===== src/rtl/rom_reader.sv =====
// rom_reader: sequencing read master for the table ROM.
// Walks LEN consecutive ROM addresses starting at BASE and presents each word
// on a valid/ready stream. It keeps a running sum of the accepted words and
// pulses o_done for one cycle once the last word has been taken.
//
// state   | meaning
// --------+------------------------------------------------------------
// S_IDLE  | waiting for i_start; outputs hold the previous sweep's results
// S_FETCH | o_addr is on the ROM bus; capture i_rom_data at the next edge
// S_HOLD  | o_dout presented with o_dout_valid until i_dout_ready
// S_DONE  | one-cycle o_done pulse, then back to S_IDLE
module rom_reader #(
   parameter int ADDR_W = 8,
   parameter int DATA_W = 4,
   parameter int BASE   = 0,
   parameter int LEN    = 8,
   parameter int SUM_W  = 12
) (
   input  logic              i_clk,
   input  logic              i_rst_n,
   input  logic              i_start,
   input  logic              i_abort,
   output logic [ADDR_W-1:0] o_addr,
   input  logic [DATA_W-1:0] i_rom_data,
   output logic [DATA_W-1:0] o_dout,
   output logic              o_dout_valid,
   input  logic              i_dout_ready,
   output logic              o_busy,
   output logic              o_done,
   output logic [SUM_W-1:0]  o_sum
);

   localparam logic [1:0] S_IDLE  = 2'd0;
   localparam logic [1:0] S_FETCH = 2'd1;
   localparam logic [1:0] S_HOLD  = 2'd2;
   localparam logic [1:0] S_DONE  = 2'd3;

   // The count is one bit wider than the address so a full 2^ADDR_W sweep fits.
   localparam logic [ADDR_W:0]   LAST_CNT  = (ADDR_W+1)'(LEN - 1);
   localparam logic [ADDR_W-1:0] BASE_ADDR = ADDR_W'(BASE);

   logic [1:0]        r_state;
   logic [1:0]        w_state_nxt;
   logic [ADDR_W-1:0] r_addr;
   logic [ADDR_W:0]   r_count;
   logic [DATA_W-1:0] r_dout;
   logic              r_dout_valid;
   logic [SUM_W-1:0]  r_sum;

   logic w_start_ok;
   logic w_abort_ok;
   logic w_accept;
   logic w_last;
   logic w_advance;

   // start only matters in IDLE; abort only matters outside IDLE, so the
   // two can never collide and start wins when both are high in IDLE.
   assign w_start_ok = (r_state == S_IDLE) && i_start;
   assign w_abort_ok = (r_state != S_IDLE) && i_abort;

   // Abort beats ready: a word that is aborted is never counted or summed.
   assign w_accept  = (r_state == S_HOLD) && i_dout_ready && !i_abort;
   assign w_last    = (r_count == LAST_CNT);
   assign w_advance = w_accept && !w_last;

   // Next-state selection; abort overrides every other transition.
   always_comb begin
      w_state_nxt = r_state;
      case (r_state)
         S_IDLE:  if (i_start) w_state_nxt = S_FETCH;
         S_FETCH: w_state_nxt = S_HOLD;
         S_HOLD:  if (i_dout_ready) w_state_nxt = w_last ? S_DONE : S_FETCH;
         S_DONE:  w_state_nxt = S_IDLE;
         default: w_state_nxt = S_IDLE;
      endcase
      if (w_abort_ok) w_state_nxt = S_IDLE;
   end

   // State register.
   always_ff @(posedge i_clk) begin
      if (!i_rst_n) r_state <= S_IDLE;
      else          r_state <= w_state_nxt;
   end

   // ROM address: loaded with BASE at start, wraps naturally at 2^ADDR_W.
   always_ff @(posedge i_clk) begin
      if (!i_rst_n)        r_addr <= '0;
      else if (w_start_ok) r_addr <= BASE_ADDR;
      else if (w_advance)  r_addr <= r_addr + ADDR_W'(1);
   end

   // Index of the word currently being fetched or presented.
   always_ff @(posedge i_clk) begin
      if (!i_rst_n)        r_count <= '0;
      else if (w_start_ok) r_count <= '0;
      else if (w_advance)  r_count <= r_count + (ADDR_W+1)'(1);
   end

   // Output word: captured from the combinational ROM during FETCH.
   always_ff @(posedge i_clk) begin
      if (!i_rst_n)                                r_dout <= '0;
      else if ((r_state == S_FETCH) && !i_abort)   r_dout <= i_rom_data;
   end

   // Valid flag: raised when a word is captured, dropped on accept or abort.
   always_ff @(posedge i_clk) begin
      if (!i_rst_n)                     r_dout_valid <= 1'b0;
      else if (w_abort_ok)              r_dout_valid <= 1'b0;
      else if (r_state == S_FETCH)      r_dout_valid <= 1'b1;
      else if (w_accept)                r_dout_valid <= 1'b0;
   end

   // Running sum, modulo 2^SUM_W; cleared only by an accepted start.
   always_ff @(posedge i_clk) begin
      if (!i_rst_n)        r_sum <= '0;
      else if (w_start_ok) r_sum <= '0;
      else if (w_accept)   r_sum <= r_sum + SUM_W'(r_dout);
   end

   assign o_addr       = r_addr;
   assign o_dout       = r_dout;
   assign o_dout_valid = r_dout_valid;
   assign o_sum        = r_sum;
   assign o_busy       = (r_state != S_IDLE);
   assign o_done       = (r_state == S_DONE);

endmodule


===== config.mk =====
export PLATFORM = sky130hd
export DESIGN_NAME = rom_reader
export DESIGN_NICKNAME = d
export VERILOG_FILES = /design/src/rtl/rom_reader.sv
export SDC_FILE = /design/constraint.sdc
export NUM_CORES = 1
export LEC_CHECK = 0
export ABC_AREA = 1
export CORE_ASPECT_RATIO = 1.5
export CORE_MARGIN = 4
export CORE_UTILIZATION = 45
export DETAILED_ROUTE_END_ITERATION = 7
export PLACE_DENSITY = 0.7
export SLEW_MARGIN = 20
export SYNTH_ARGS = -nofsm -noshare
export SYNTH_HDL_FRONTEND = slang
export SYNTH_SLANG_ARGS = --single-unit

===== constraint.sdc =====
create_clock -name i_clk -period 1.8 [get_ports i_clk]
set_input_delay 0.45 -clock i_clk [delete_from_list [all_inputs] [get_ports i_clk]]
set_output_delay 0.45 -clock i_clk [all_outputs]
set_load 0.02 [all_outputs]

# [Word-level counts from Yosys, hierarchy flattened]
# Index checks and enable logic that the tools add are counted.
[classes] n_addsub=3 n_eq_ne=6 mux=6 bitwise_logic=1 reduce_logical=14
[ops] cell="$add A12 B4 Y12" n=1
[ops] cell="$add A9 B1 Y9 const B" n=1
[ops] cell="$eq A9 B3 Y1 const B" n=1
[ops] cell="$add A8 B1 Y8 const B" n=1
[ops] cell="$pmux W2 S4" n=1
[ops] cell="$logic_and A1 B1 Y1" n=6
[ops] cell="$mux W2" n=3
[ops] cell="$eq A2 B2 Y1 const B" n=2
[ops] cell="$ne A2 B2 Y1 const B" n=2
[ops] cell="$reduce_bool A2 Y1" n=2
[ops] cell="$reduce_or A2 Y1" n=2
[ops] cell="$eq A2 B1 Y1 const B" n=1
[ops] cell="$logic_not A1 Y1" n=2
[ops] cell="$logic_not A2 Y1" n=1
[ops] cell="$mux W1" n=2
[ops] cell="$reduce_and A2 Y1" n=1
[ops] cell="$not A1 Y1" n=1
[word_totals] reg_bits=36 inputBits=9 output_inout_bits=27

# [Logic depth before layout (Yosys ltp)]
# Gate-level depths: netlist of the first run.
[logic_depth] word_depth=5 ltp_mapped=11

# [Worst setup path before layout of the first run]
# Ideal clock, no wire load.
[synth_path] kind="flip-flop to flip-flop" from="register r_dout[0] (netlist: o_dout[0])" to="register r_sum[6] (netlist: o_sum[6])" setup_ps=117 arrival_time_ps=1464 t_required_ps=1683 path_slack_ps=219 stages_incl_launch_ff=9 cell_sequence="dfxtp_1 > ha_1 > fa_1 > nand3_1 > nand2_1 > nand2_1 > nor2_1 > a21oi_1 > nor2_1"
[synth_via] elab_chain_len=1
[synth_lines] element="from (decl)" line_no="46" source="logic [DATA_W-1:0] r_dout;"
[synth_lines] element="from (signal assigned)" line_no="102" source="else if ((r_state == S_FETCH) && !i_abort) r_dout <= i_rom_data;"
[synth_lines] element="$add A12 B4 Y12" line_no="117" source="else if (w_accept) r_sum <= r_sum + SUM_W'(r_dout);"
[synth_lines] element="to (signal assigned)" line_no="117"
[synth_lines] element="to (decl)" line_no="48" source="logic [SUM_W-1:0] r_sum;"
# No other way between the ends.
# A chain may end at the register's enable or synchronous reset.

# [Final worst setup path of the first run]
[layout_path] from="register r_dout[3] (netlist: o_dout[3])" to="output o_dout[3]"
[layout_lines] element="to (decl)" line_no="25" source="output logic [DATA_W-1:0] o_dout,"
# No word-level cell between the ends.

==> out/results.ini, run 1 <==
[route]
drc_errors = 0
drtIter0Drc = 73
vias = 1964
firstDrtPassIters = 4
drtAntennaViolNets = 0
routed_wl_um = 4270
routed_via_density = 5.01
detail_route.wl_per_cell_um = 10.9

[power]
switching_share = 0.249
seqPwrFrac = 0.542
p_sw_uw = 376
p_leak_nw = 1.19
clock_power_share = 0.358
p_int_mw = 1.14
combPwrFrac = 0.100
power.density_nw_per_um2 = 603
finalPower_mw = 1.51
irDropWorstVdd_mv = 0.504

[global_routing]
antenna_found_initial = 0
grt_pass1_wl_um = 7840
grt_usage = 0.187
grt_max_degree = 16
overflow = 0
grt_pass1_vias = 1885

[final_layout]
drive_gt1_frac = 0.0838
final_nets = 362
layout_commonest_cell = nand2_1
finalInstanceArea_sq_um = 2510
layout_common_cells = nand2_1 (85), nor2_1 (44), dfxtp_1 (36), inv_1 (34), a21oi_1 (26)
diodes = 0
syn_to_final_growth_pct = 28.0

[logic_synthesis]
ys_seq_area_frac = 0.368
yosysUniqueCellTypes = 26
synth_area_sq_um = 1960
yosys_warnings = 0
syn_inst = 297
synth_edf_count = 0
ys_ff_latch = 36
async_flop_share = 0
synthFlopType = dfxtp_1
syn_nets = 313
postSynthAreaPerCell_sq_um = 6.60

[sta]
finClkSkew_ps = 8.75
setup_viol_count_final = 0
period_share = 0.966
hold_violations = 0
rsz0062_at_grt = no
fin_crit_ps = 1740
worst_slew_pin_slew_ps = 351
fmax_ghz = 0.575
max_slew_margin = 0.765
final-max-slew-violation-count = 0

[die]
die_h_um = 88.8
coreArea_sq_um = 4210
die_x_um = 61.9
die_area_sq_um = 5500
fp-row-count = 29
start_util = 0.466
ioPinCount = 36

[clocking]
clkTransAtPathRegs_ps = 70
cts_tree = done
numCtsBuffers = 5
cts-root-buf = clkbuf_8
cts_max_level = 2
clk_latency_ps = 290
clock-sinks = 36
cts_buffer_depth = 2

[worst_setup_path]
crit_slowest_cell = clkdlybuf4s50_1
cpLargestDelayFamily = buffers and inverters
path_cells = clkdlybuf4s50_1
max_stage_delay_ps = 620
path_class = reg -> out
endpoint_kind = primary output
cp.arrival_ps = 1290
crit_start = o_dout[3]$_SDFFE_PN0P_
cp.required_ps = 1350
crit_path_max_fanout = 3
critPathLaunchType = register
r2r-start = o_dout[0]$_SDFFE_PN0P_
path_buf_inv = 1

[min_path]
hold_path.class = reg -> reg
hp-start = o_dout_valid$_SDFFE_PP0P_

[placed_design]
post-dp-hpwl_um = 3240
gp_congestion = 0.825
numPortBuffers = 35
dpl-instance-area_sq_um = 2430

[job]
maxCapViolCount = 0

[status]
status = finished clean

## area by class of cell
| class | count | area (sq um) |
|---|---|---|
| inverters | 37 | 139 |
| repair buffers | 48 | 459 |
| well taps | 46 | 57.6 |
| multi-input cells | 218 | 1050 |
| clock inverters | 1 | 5.00 |
| flip-flops and latches | 36 | 721 |
| clock buffers | 6 | 72.6 |
| fillers | 415 | 1700 |
## final timing paths
path | endpoint | cells after the start | slack, ps
hold reg to reg | o_dout_valid$_SDFFE_PP0P_ | 2 | 480
hold / removal | o_dout_valid$_SDFFE_PP0P_ | 2 | 480
setup reg to reg | o_sum[6]$_SDFFE_PP0P_ | 8 | 160
setup / recovery | o_dout[3] | 1 | 60
## power by group through the flow
| stage | registers (mW) | clock network, mW | logic [mW] |
|---|---|---|---|
| floorplan | 0.844 | 0 | 0.0777 |
| global placement | 0.838 | 0 | 0.155 |
| detailed placement | 0.838 | 0 | 0.156 |
| CTS | 0.820 | 0.564 | 0.153 |
| global route | 0.821 | 0.588 | 0.170 |
| finish | 0.820 | 0.542 | 0.152 |
## state kept, by name (all words and copies together) (netlist names)
name          count
o_dout            4
o_addr            8
r_count           9
o_dout_valid      1
o_sum            12
r_state           2
## per-layer routing
layer  up-vias  global-route usage  routed length (um)
met5         -                   0                   0
met4         0              0.0811                 112
met3        12              0.0423                 135
met2        34               0.330                2230
met1       889               0.206                1800
li1       1029                   -                   -
## synth_stat cells (3+ instances only)
master	number	share of area
nand3b_1	4	0.015
a21oi_1	26	0.066
nand4_1	3	0.0096
ha_1	6	0.038
dfxtp_1	36	0.37
nand2_1	85	0.16
nand3_1	22	0.056
xnor2_1	3	0.013
nor2_1	44	0.084
inv_1	34	0.065
o21ai_0	11	0.028
inv_2	3	0.0057
## through the flow
stage / setup TNS, ps / std cells / hold slack [ps] / setup WS, ps / util
detailed placement: -215 / 385 / 475 / -74.3 / 0.578
finish: 0 / 392 / 477 / 61.9 / 0.596
global route: 0 / 392 / 507 / 0.579 / 0.596
CTS: 0 / 392 / 486 / 8.27 / 0.594
global placement: -76.9 / 385 / 460 / -32.6 / 0.578
floorplan: 0 / 297 / 470 / 219 / -
## kinds of logic after synthesis
group                      Yosys count  share of synthesized area
AOI/OAI and AO/OA                   37                     0.0944
xor gates and xnor gates             5                     0.0223
adders and majority gates            7                     0.0485
buffers and inverters               43                     0.0944
DFF                                 36                      0.368
and+or+nand+nor                    169                      0.373
## worst register-to-register path, delay by kind of cell, from the launching register on
kind	cells	cell delay, ps
AO/OA/AOI/OAI	1	120
flip-flops	1	330
adder cells (fa/ha/maj)	2	640
AND/OR/NAND/NOR	5	440
## repair_timing
| item | CTS | global route |
|---|---|---|
| cloned | 0 | 0 |
| resized for setup | 9 | 4 |
| setup endpoints to repair | 9 | 4 |
| hold buffers | 0 | 0 |
| setup buffers | 0 | 0 |
| pin swaps | 0 | 0 |
Note: power is estimated with default switching activity, not from simulation.
==> run 2, diff against run 1 <==
- CORE_ASPECT_RATIO: 1.5 -> 0.75
- clock period: 1.8 -> 2 ns (I/O delays scaled with it)
==> run 2 against run 1 <==
- combinational power is 14% lower
- final cell count is 0.77% higher
- clock power is 11% lower
- sequential share of layout area is 0.47 points higher
- clock skew is 3.9 ps lower
==> out/results.ini, run 2 (synthesized netlist as in run 1, its figures left out) <==
[status]
status = finished clean

[route]
wl_met3_um = 167
routed_via_density = 4.90
top_layer = met4
wl_met2_um = 1870
routed_wl_um = 4440
vias = 1934
detail_route.wl_per_cell_um = 11.2
wl_met1_um = 2320
drc_errors = 0
drtIter0Drc = 87
firstDrtPassIters = 4
drtAntennaViolNets = 0

[worst_setup_path]
endpoint_kind = primary output
crit_path_max_fanout = 7
path_buf_inv = 1
crit_slowest_cell = clkdlybuf4s50_1
max_stage_delay_ps = 650
cpLargestDelayFamily = buffers and inverters
path_class = reg -> out
cp.required_ps = 1500
cp.arrival_ps = 1380
critPathLaunchType = register
path_cells = clkdlybuf4s50_1

[die]
die_h_um = 65.2
coreArea_sq_um = 4130
ioPinCount = 36
die_area_sq_um = 5490
start_util = 0.475
die_x_um = 84.2
fp-row-count = 20

[clocking]
cts_tree = done
postCtsHoldBufs = 0
clk_latency_ps = 280
cts_buffer_depth = 2
numCtsBuffers = 5
cts_max_level = 2
clock-sinks = 36
clkTransAtPathRegs_ps = 70
cts-root-buf = clkbuf_8

[power]
irDropWorstVdd_mv = 0.384
seqPwrFrac = 0.546
combPwrFrac = 0.096
clock_power_share = 0.357
p_int_mw = 1.02
p_leak_nw = 1.07
p_sw_uw = 333
switching_share = 0.247
power.density_nw_per_um2 = 547

[final_layout]
finalInstanceArea_sq_um = 2470
layout_common_cells = nand2_1 (85), nor2_1 (44), dfxtp_1 (36), inv_1 (34), clkdlybuf4s50_1 (33)
syn_to_final_growth_pct = 25.9
final_nets = 356
fill_cells = 415
largest_reg_flops = 12
layout_commonest_cell = nand2_1
final-seq-area_sq_um = 721
multi_input_area_sq_um = 1050
diodes = 0
drive_gt1_frac = 0.0676

[min_path]
hold_path.class = reg -> reg

[placed_design]
dpl-instance-area_sq_um = 2390
gp_congestion = 0.832
numPortBuffers = 35
post-dp-hpwl_um = 3340
place_ws_ps = 44.3

[sta]
final-max-slew-violation-count = 0
max_slew_margin = 0.648
setup_viol_count_final = 0
rsz0062_at_grt = no
hold_violations = 0
fin_tns_setup_ps = 0
worst_slew_pin_slew_ps = 527
setup_ws_ps = 117
period_share = 0.941
fmax_ghz = 0.531
finClkSkew_ps = 4.88
fin_crit_ps = 1880

[job]
maxCapViolCount = 0

[global_routing]
grt_usage = 0.175
grt_pass1_vias = 1761
grt_pass1_wl_um = 7790
overflow = 0
antenna_found_initial = 0
grt_max_degree = 19

-- run 2: cell types whose count changed in the layout (fill, tap and decap cells not counted) --
cell             before  now
clkdlybuf4s50_1      22   33
dlygate4sd2_1         9    0
buf_4                12    7
dlymetal6s2s_1        4    2
buf_12                1    0
-- run 2: layer usage --
metal  vias up  GRT usage
met5         -          0
met4         0     0.0663
met3         9     0.0351
met2        45      0.273
met1       860      0.240
li1       1020          -
-- run 2: stage by stage --
stage	power, mW	cells	utilization	hold WS, ps
after floorplan	0.829	297	-	470
after detailed placement	0.884	388	0.578	456
after global routing	1.41	395	0.598	500
final	1.35	395	0.598	467
after CTS	1.36	395	0.597	470
after global placement	0.884	388	0.578	456
-- run 2: power by group through the flow --
stage          registers [mW]  logic [mW]  clock network, mW
2_1_floorplan           0.759      0.0699                  0
3_3_place_gp            0.754       0.130                  0
3_5_place_dp            0.754       0.131                  0
4_1_cts                 0.738       0.132              0.492
5_1_grt                 0.739       0.145              0.526
6_report                0.738       0.130              0.483
-- run 2: final cells by class --
class / count / share of cell area
Inverter: 37 / 0.0563
Tap cell: 55 / 0.0279
Clock inverter: 1 / 0.00203
Multi-Input combinational cell: 218 / 0.427
Sequential cell: 36 / 0.292
Clock buffer: 6 / 0.0294
Timing Repair Buffer: 42 / 0.165
-- run 2: path summary, 6_finish.rpt --
| kind | start | end | slack, ps | cells after the start |
|---|---|---|---|---|
| max | o_addr[4]$_SDFFE_PP0P_ | o_addr[4] | 120 | 1 |
| min | o_dout_valid$_SDFFE_PP0P_ | o_dout_valid$_SDFFE_PP0P_ | 470 | 2 |
| max reg2reg | o_dout[0]$_SDFFE_PN0P_ | o_sum[6]$_SDFFE_PP0P_ | 330 | 8 |
| min reg2reg | o_dout_valid$_SDFFE_PP0P_ | o_dout_valid$_SDFFE_PP0P_ | 470 | 2 |
-- run 2: repair_timing --
item / in CTS / in global routing
buffers inserted: 0 / 0
resized for setup: 0 / 2
endpoints found under the setup margin: 0 / 2
